## config.mk

```make
export PLATFORM = sky130hd
export DESIGN_NAME = spi_target
export DESIGN_NICKNAME = d
export VERILOG_FILES = /design/src/rtl/spi_target.sv
export SDC_FILE = /design/constraint.sdc
export NUM_CORES = 1
export LEC_CHECK = 0
export ABC_AREA = 1
export BUFFER_PORTS_ARGS = -buffer_cell sky130_fd_sc_hd__buf_2
export CORE_MARGIN = 5
export CORE_UTILIZATION = 45
export CTS_BUF_LIST = sky130_fd_sc_hd__clkbuf_2
export DETAILED_ROUTE_END_ITERATION = 7
export PLACE_DENSITY_LB_ADDON = 0.25
export SLEW_MARGIN = 10
export SYNTH_ARGS = -nofsm -noshare
export SYNTH_HDL_FRONTEND = slang
export SYNTH_SLANG_ARGS = --single-unit
```

## constraint.sdc

```tcl
create_clock -name clk -period 1.8 [get_ports clk]
set_clock_uncertainty 0.15 [all_clocks]
set_input_delay 0.09 -clock clk [delete_from_list [all_inputs] [get_ports clk]]
set_output_delay 0.09 -clock clk [all_outputs]
set_load 0.05 [all_outputs]
```

## src/rtl/spi_target.sv

```systemverilog
// ============================================================================
// Module   : spi_target
// Brief    : SPI mode-0 target bridging 16-bit frames onto a simple register bus
// Revision : 1.0
// ============================================================================
`default_nettype none

module spi_target #(
    parameter int SYNC_STAGES = 2
) (
    input  logic       clk,
    input  logic       rst_n,
    input  logic       s_en,
    input  logic       s_clk,
    input  logic       mosi,
    output logic       miso,
    output logic [6:0] reg_addr,
    output logic [7:0] reg_wdata,
    output logic       reg_we,
    output logic       reg_re,
    input  logic [7:0] reg_rdata,
    output logic       frame_err
);

    localparam int MSB = SYNC_STAGES - 1;

    typedef enum logic [1:0] {
        ST_IDLE = 2'd0,
        ST_CMD  = 2'd1,
        ST_DATA = 2'd2,
        ST_DONE = 2'd3
    } state_t;

    state_t r_state;
    state_t w_next;

    logic [MSB:0] r_en_sync;
    logic [MSB:0] r_sclk_sync;
    logic [MSB:0] r_mosi_sync;
    logic [MSB:0] r_warm;
    logic         r_armed;
    logic         r_en_d;
    logic         r_sclk_d;
    logic [3:0]   r_cnt;
    logic [6:0]   r_rx;
    logic [7:0]   r_tx;
    logic         r_wr;
    logic         r_re_d;

    logic       w_en;
    logic       w_sclk;
    logic       w_mosi;
    logic       w_en_rise;
    logic       w_en_fall;
    logic       w_sclk_rise;
    logic       w_sclk_fall;
    logic       w_sample;
    logic       w_cmd_last;
    logic       w_last;
    logic       w_abort;
    logic [7:0] w_rx_next;

    assign w_en        = r_en_sync[MSB];
    assign w_sclk      = r_sclk_sync[MSB];
    assign w_mosi      = r_mosi_sync[MSB];
    assign w_en_rise   = w_en & ~r_en_d;
    assign w_en_fall   = ~w_en & r_en_d;
    assign w_sclk_rise = w_sclk & ~r_sclk_d;
    assign w_sclk_fall = ~w_sclk & r_sclk_d;
    assign w_sample    = w_sclk_rise && (r_state == ST_CMD || r_state == ST_DATA);
    assign w_cmd_last  = w_sample && (r_state == ST_CMD) && (r_cnt == 4'd7);
    assign w_last      = w_sample && (r_state == ST_DATA) && (r_cnt == 4'd15);
    assign w_rx_next   = {r_rx, w_mosi};
    assign miso        = (r_state == ST_DATA && !r_wr) ? r_tx[7] : 1'b0;

    // r_warm marks when the synchronizers hold real post-reset samples; a frame
    // may only start once s_en has been seen low after that point.
    always_ff @(posedge clk or negedge rst_n) begin
        if (!rst_n) begin
            r_en_sync   <= '0;
            r_sclk_sync <= '0;
            r_mosi_sync <= '0;
            r_warm      <= '0;
            r_armed     <= 1'b0;
            r_en_d      <= 1'b0;
            r_sclk_d    <= 1'b0;
        end else begin
            r_en_sync   <= {r_en_sync[SYNC_STAGES-2:0], s_en};
            r_sclk_sync <= {r_sclk_sync[SYNC_STAGES-2:0], s_clk};
            r_mosi_sync <= {r_mosi_sync[SYNC_STAGES-2:0], mosi};
            r_warm      <= {r_warm[SYNC_STAGES-2:0], 1'b1};
            r_armed     <= r_armed | (r_warm[MSB] & ~w_en);
            r_en_d      <= w_en;
            r_sclk_d    <= w_sclk;
        end
    end

    always_ff @(posedge clk or negedge rst_n) begin
        if (!rst_n) r_state <= ST_IDLE;
        else        r_state <= w_next;
    end

    always_comb begin
        w_next  = r_state;
        w_abort = 1'b0;
        case (r_state)
            ST_IDLE: if (r_armed && w_en_rise) w_next = ST_CMD;
            ST_CMD: begin
                if (w_en_fall) begin
                    w_next  = ST_IDLE;
                    w_abort = 1'b1;
                end else if (w_cmd_last) begin
                    w_next = ST_DATA;
                end
            end
            ST_DATA: begin
                // Completion beats a simultaneous s_en fall.
                if (w_last) begin
                    w_next = w_en_fall ? ST_IDLE : ST_DONE;
                end else if (w_en_fall) begin
                    w_next  = ST_IDLE;
                    w_abort = 1'b1;
                end
            end
            ST_DONE: if (w_en_fall) w_next = ST_IDLE;
            default: w_next = ST_IDLE;
        endcase
    end

    always_ff @(posedge clk or negedge rst_n) begin
        if (!rst_n) begin
            r_cnt     <= '0;
            r_rx      <= '0;
            r_tx      <= '0;
            r_wr      <= 1'b0;
            r_re_d    <= 1'b0;
            reg_addr  <= '0;
            reg_wdata <= '0;
            reg_we    <= 1'b0;
            reg_re    <= 1'b0;
            frame_err <= 1'b0;
        end else begin
            reg_we    <= 1'b0;
            reg_re    <= 1'b0;
            frame_err <= w_abort;
            r_re_d    <= reg_re;
            if (r_state == ST_IDLE && w_next == ST_CMD) begin
                r_cnt <= '0;
                r_rx  <= '0;
                r_tx  <= '0;
                r_wr  <= 1'b0;
            end
            if (w_sample && !w_abort) begin
                r_rx <= w_rx_next[6:0];
                if (r_cnt != 4'd15) r_cnt <= r_cnt + 4'd1;
            end
            if (w_cmd_last && !w_abort) begin
                reg_addr <= w_rx_next[6:0];
                r_wr     <= w_rx_next[7];
                reg_re   <= ~w_rx_next[7];
            end
            if (w_last && r_wr) begin
                reg_we    <= 1'b1;
                reg_wdata <= w_rx_next;
            end
            // The fall right after the 8th rise keeps bit 7 on the line.
            if (w_sclk_fall && r_state == ST_DATA && r_cnt != 4'd8)
                r_tx <= {r_tx[6:0], 1'b0};
            if (r_re_d)
                r_tx <= reg_rdata;
        end
    end

endmodule

`default_nettype wire

```

==> results.py, run 1 <==
metrics = {
    "pwr": {
        "ir_worst_vdd_mv": 0.532,
        "power_density_mw_per_mm2": 990,
        "power.total_w": 0.00307,
        "p_leak_nw": 1.56,
    },
    "layout": {
        "drive_above_1_share_pct": 37.8,
        "regArea_mm2": 0.00130,
        "nFillCells": 452,
        "fin_area_mm2": 0.00310,
        "multiInputGateArea_mm2": 0.00104,
        "syn_to_final_growth_pct": 32.9,
        "diodes": 0,
        "layout_common_cells": "dfrtp_1, nand2_1, inv_1, buf_2, nand2_2",
        "finalNonFillerCells": 390,
        "final_nets": 338,
        "final_common_cell": "dfrtp_1",
    },
    "die": {
        "die_h_um": 82.0,
        "fp.dieArea_mm2": 0.00672,
        "ios": 32,
        "core-area_mm2": 0.00507,
        "rows": 26,
        "initial_utilization_pct": 46.0,
        "die_w_um": 82.0,
    },
    "route": {
        "via_per_inst": 4.61,
        "wire_per_inst_um": 12.1,
        "drc": 0,
        "wirelength_um": 4720,
        "antenna_left": 0,
        "drt_iter0_markers": 90,
        "num_vias": 1799,
        "firstDrtPassIters": 4,
    },
    "placement": {
        "port_buffers": 31,
        "gp_congestion": 0.769,
        "dp_hpwl_um": 2960,
        "placed_cell_area_mm2": 0.00262,
        "dpl.cell_count": 360,
    },
    "critical_path": {
        "critPathMaxFanout": 3,
        "arrival_ns": 1.56,
        "cp-start-kind": "flop",
        "reg2reg_to": "r_rx[3]",
        "rr_startpoint": "r_state[1]",
        "cp_slowest_cell": "dfrtp_1",
        "cp_num_buf_inv": 4,
        "cp_common_cell": "buf_6",
        "crit_family": "flip-flops",
        "worstPathCellList": "inv_2, ha_4, inv_4, buf_6, nor3_4, buf_6",
        "reg2reg_depth": 9,
        "critPathKind": "reg2out",
        "rrSetupSlack_ns": 0.05,
        "crit_path_end_kind": "primary output",
        "worstPathRequired_ns": 1.56,
        "crit_start": "r_state[0]",
        "max_stage_delay_ns": 0.44,
    },
    "min_path": {
        "min_to": "r_mosi_sync[0]",
        "worstHoldStart": "mosi",
        "hp-class": "in2reg",
        "hold_depth": 2,
    },
    "synthesis": {
        "ys_async_sr_fraction_pct": 100,
        "syn_inst": 254,
        "yosysUniqueCellTypes": 27,
        "syn_area_mm2": 0.00233,
        "ys_seq_area_share_pct": 55.8,
        "synth_seq_cells": 52,
        "yosys_warnings": 0,
        "synth_edf_count": 0,
        "ys.flop_type": "dfrtp_1",
        "syn-num-nets": 273,
        "syn_avg_cell_area_um2": 9.18,
    },
    "global_routing": {
        "grt_util_all_layers_pct": 15.0,
        "gr-usage-met1_pct": 19.5,
        "grt-busiest-layer": "met2",
        "antenna_found_initial": 0,
        "grt_max_degree": 35,
        "grt_overflow": 0,
        "global_route.usage.met3_pct": 3.84,
        "met2_usage_pct": 24.4,
        "grt_pass1_wl_um": 7780,
        "grt_pass1_vias": 1774,
    },
    "timing": {
        "setup-violations-final": 0,
        "worst_pin_slew_ns": 0.796,
        "relSlewSlack_pct": 46.8,
        "layout_min_cycle_time_ns": 1.80,
        "rsz0062_at_grt": "yes",
        "slew_violations": 0,
        "min_period_over_period_pct": 100,
        "hold_viol": 0,
        "hold_ws_ns": 0.119,
        "fmax_ghz": 0.556,
    },
    "clock_tree": {
        "worstSkewPairLatency_ns": 0.44,
        "cts_tree": "yes",
        "clock-root-buffer": "clkbuf_2",
        "numCtsBuffers": 5,
        "clk_pin_slew_ns": 0.27,
        "cts_max_level": 2,
        "cts_sinks": 52,
        "clock_path_buffers": 2,
    },
    "status": {
        "status": "finished, final reports clean",
    },
    "job": {
        "max_cap_viol_count": 0,
    },
}
[power breakdown]
group	switching, W	total [W]	internal (W)	leakage (nW)
registers	0.0000958	0.00137	0.00127	0.692
logic	0.000721	0.00123	0.000510	0.831
clock network	0.000369	0.000471	0.000102	0.0333
total	0.00119	0.00307	0.00188	1.56
[per-layer routing]
metal  share of wire [%]  vias up
met4                0.91        0
met2                  49       32
met3                 4.0        6
li1                    -      936
met1                  46      825
met5                   0        -
[worst max-delay path by stage]
| stage | slack [ns] | end | cells past startpoint |
|---|---|---|---|
| finish | 0.0009 | miso | 6 |
| global route | -0.13 | miso | 6 |
| CTS | -0.01 | miso | 6 |
| detailed placement | 0.01 | r_rx[6] | 10 |
| global placement | 0.07 | r_rx[6] | 10 |
| floorplan | 0.01 | reg_addr[4] | 10 |
[worst reg2reg max path, cell delays in order (launching register included)]
cell	delay, ns
dfrtp_1	0.43
inv_2	0.07
ha_4	0.28
nand3_4	0.08
o21ai_2	0.16
nand2_2	0.11
nand2_8	0.15
nand2_8	0.12
nand3_1	0.12
nand2_2	0.06
[synth_stat cells (3+ instances only)]
library cell,number,area share [%]
nand2_1,70,11
dfrtp_1,52,56
inv_1,34,5.5
nand3_1,20,4.3
o21ai_1,16,3.4
o21ai_0,8,1.7
o21ai_2,8,3.0
ha_1,6,3.2
nor2_1,6,0.97
buf_6,4,1.9
nand2_2,4,1.1
a21oi_1,3,0.64
inv_2,3,0.48
nand2_4,3,1.4
nor3_1,3,0.64
[layout make-up]
class,instances,area share (%)
flip-flops and latches,52,42.0
multi-input cells,160,33.5
repair buffers,62,14.7
inverters,37,5.04
well taps,70,2.82
clock buffers,5,0.807
clock inverters,3,0.726
repair inverters,1,0.363
[sequential cells by signal, indices dropped and copies added, names as in the netlist]
name         cells
r_tx             8
reg_wdata        8
r_rx             7
reg_addr         7
r_cnt            4
r_en_sync        2
r_mosi_sync      2
r_sclk_sync      2
r_state          2
r_warm           2
frame_err        1
r_armed          1
r_en_d           1
r_re_d           1
r_sclk_d         1
r_wr             1
reg_re           1
reg_we           1
[per-stage QoR]
step | util (%) | setup TNS [ns] | setup slack (ns)
CTS | 56.4 | -0.0203 | -0.0127
floorplan | - | 0 | 0.0122
finish | 61.1 | 0 | 0.000873
global placement | 51.7 | 0 | 0.0682
global route | 61.1 | -1.35 | -0.130
detailed placement | 51.7 | 0 | 0.0108
[kinds of logic after synthesis]
family | share of synthesized area [%]
compound gates | 10.7
xor+xnor | 0.751
fa+ha+maj | 3.22
buf+inv | 8.53
flops | 55.8
other cells | 0.161
simple gates | 20.8
[repair_timing]
action / 4_1_cts / 5_1_grt
buffers inserted: 2 / 3
cloned: 0 / 3
pin swaps: 2 / 21
hold buffers: 14 / 0
hold endpoints to repair: 63 / 0
resized for setup: 9 / 50
endpoints found under the setup margin: 6 / 39
Note: power is estimated with default switching activity, not from simulation.
==> run 2, diff against run 1 <==
--- a/config.mk
+++ b/config.mk
@@ -8,7 +8,7 @@
 export ABC_AREA = 1
 export BUFFER_PORTS_ARGS = -buffer_cell sky130_fd_sc_hd__buf_2
 export CORE_MARGIN = 5
-export CORE_UTILIZATION = 45
+export CORE_UTILIZATION = 53
 export CTS_BUF_LIST = sky130_fd_sc_hd__clkbuf_2
 export DETAILED_ROUTE_END_ITERATION = 7
 export PLACE_DENSITY_LB_ADDON = 0.25
==> run 2 against run 1 <==
Compared with the run above: highest routed layer unchanged; core utilization grew 12 points; critical endpoint is now r_cnt[1]; critical path depth grew 5; the flow now finishes with violations (negative setup slack); register-to-register slack lost 0.06 ns; global-route usage grew 2.1 points; die area shrank 13%.
==> results.py, run 2 (synthesis results as in run 1) <==
metrics = {
    "status": {
        "status": "finished, violations left",
        "violations": "negative setup slack",
    },
    "critical_path": {
        "worstPathRequired_ns": 2.03,
        "cp-start-kind": "flop",
        "reg2reg_depth": 11,
        "critPathKind": "reg2reg",
        "rr_startpoint": "r_state[1]",
        "rrSetupSlack_ns": -0.01,
        "reg2reg_to": "r_cnt[1]",
        "crit_path_end_kind": "flop",
        "arrival_ns": 2.05,
        "critPathMaxFanout": 7,
    },
    "clock_tree": {
        "cts_sinks": 52,
        "cts_tree": "yes",
        "clock-root-buffer": "clkbuf_2",
        "clk_pin_slew_ns": 0.26,
        "numCtsBuffers": 5,
        "cts_max_level": 2,
        "worstSkewPairLatency_ns": 0.43,
        "clock_path_buffers": 2,
    },
    "global_routing": {
        "grt_pass1_vias": 1801,
        "grt_pass1_wl_um": 8260,
        "grt_overflow": 0,
        "global_route.usage.met3_pct": 5.32,
        "grt_max_degree": 33,
        "antenna_found_initial": 0,
        "met2_usage_pct": 26.0,
        "gr-usage-met1_pct": 23.7,
        "grt_util_all_layers_pct": 17.1,
        "grt-busiest-layer": "met2",
    },
    "route": {
        "antenna_left": 0,
        "wirelength_um": 4830,
        "firstDrtPassIters": 4,
        "num_vias": 1857,
        "wire_per_inst_um": 12.9,
        "via_per_inst": 4.98,
        "drc": 0,
        "drt_iter0_markers": 76,
    },
    "die": {
        "die_h_um": 76.3,
        "fp.dieArea_mm2": 0.00583,
        "rows": 24,
        "core-area_mm2": 0.00432,
        "ios": 32,
        "initial_utilization_pct": 53.9,
        "die_w_um": 76.3,
    },
    "min_path": {
        "hold_depth": 2,
        "worstHoldStart": "mosi",
        "min_to": "r_mosi_sync[0]",
        "hp-class": "in2reg",
    },
    "timing": {
        "slew_violations": 0,
        "relSlewSlack_pct": 41.1,
        "layout_min_cycle_time_ns": 1.81,
        "setup_ws_ns": -0.0119,
        "rsz0062_at_grt": "yes",
        "fmax_ghz": 0.552,
        "worst_pin_slew_ns": 0.881,
        "min_period_over_period_pct": 101,
        "hold_viol": 0,
        "setup-violations-final": 3,
    },
    "pwr": {
        "power_frac_comb_pct": 42.3,
        "power_density_mw_per_mm2": 1010,
        "ir_worst_vdd_mv": 0.658,
        "p_seq_share_pct": 43.1,
        "sw_frac_of_total_pct": 39.1,
        "p_leak_nw": 1.61,
        "p_int_w": 0.00193,
        "clkPwrFrac_pct": 14.6,
        "p_switching_w": 0.00124,
    },
    "placement": {
        "dp_hpwl_um": 2990,
        "port_buffers": 31,
        "gp_congestion": 0.741,
        "place_ws_ns": 0.0361,
        "dpl.cell_count": 341,
        "placed_cell_area_mm2": 0.00259,
    },
    "layout": {
        "syn_to_final_growth_pct": 34.9,
        "finalNonFillerCells": 373,
        "fin_area_mm2": 0.00315,
        "nFillCells": 324,
        "reg_top3": "r_tx (8), reg_wdata (8)",
        "drive_above_1_share_pct": 38.0,
        "final_common_cell": "nand2_1",
        "diodes": 0,
        "final_nets": 339,
        "layout_common_cells": "nand2_1, dfrtp_1, buf_2",
    },
    "job": {
        "max_cap_viol_count": 0,
    },
}
-- run 2: cell types whose count changed in the layout (fill, tap and decap cells not counted), sizes merged --
cell / previous run / this run
inv: 38 / 37
clkinvlp: 0 / 1
buf: 48 / 49
-- run 2: what timing repair did --
action	in CTS	in global routing
gates cloned	3	0
hold buffers	14	0
buffers inserted	5	2
resized for setup	23	50
hold endpoints to repair	63	0
setup endpoints to repair	5	40
pin swaps	12	21
-- run 2: layout make-up --
| type | instances | area, um^2 | share of cell area [%] |
|---|---|---|---|
| inverters | 37 | 169 | 5.37 |
| clock inverters | 3 | 21.3 | 0.676 |
| repair buffers | 63 | 468 | 14.9 |
| clock buffers | 5 | 25.0 | 0.796 |
| well taps | 52 | 65.1 | 2.07 |
| multi-input cells | 160 | 1080 | 34.5 |
| repair inverters | 1 | 11.3 | 0.358 |
| flip-flops and latches | 52 | 1300 | 41.4 |
-- run 2: power by group through the flow --
stage	clock network (W)	logic, W	registers (W)
6_report	0.000463	0.00134	0.00137
3_5_place_dp	0	0.000817	0.00137
2_1_floorplan	0	0.000561	0.00138
5_1_grt	0.000542	0.00147	0.00138
4_1_cts	0.000481	0.00107	0.00135
3_3_place_gp	0	0.000807	0.00137
-- run 2: metal layers --
layer / vias to the layer above / part of all wire, %
met1: 877 / 46
li1: 937 / -
met5: - / 0
met4: 0 / 0.95
met2: 37 / 49
met3: 6 / 4.6
-- run 2: per-stage QoR --
stage,hold WS [ns],power [W],util [%],TNS [ns]
floorplan,-0.356,0.00194,-,0
global placement,-0.0678,0.00218,60.0,0
detailed placement,-0.0654,0.00219,60.0,0
CTS,0.111,0.00290,68.4,-0.00952
global route,0.0548,0.00339,72.7,-1.40
finish,0.130,0.00317,72.7,-0.0235
-- run 2: worst max path at each step --
stage | start | endpoint | slack (ns) | cells past startpoint
after floorplan | r_state[0] | reg_addr[4] | 0.01 | 10
after global placement | r_state[1] | r_tx[4] | 0.07 | 8
after detailed placement | r_state[1] | r_tx[1] | 0.04 | 8
after CTS | r_state[0] | miso | -0.01 | 6
after global routing | r_state[1] | miso | -0.1 | 6
final | r_state[1] | r_cnt[1] | -0.01 | 11
-- run 2: worst max-delay path, stage by stage, from the launching register on --
cell and delay (ns):
dfrtp_1 0.44, buf_6 0.12, inv_6 0.03, ha_4 0.26, nand3_4 0.08, o21ai_2 0.14
nand2_2 0.10, nand2_8 0.14, nand2_8 0.12, clkinv_8 0.09, nand2_2 0.05, nand2_1 0.05
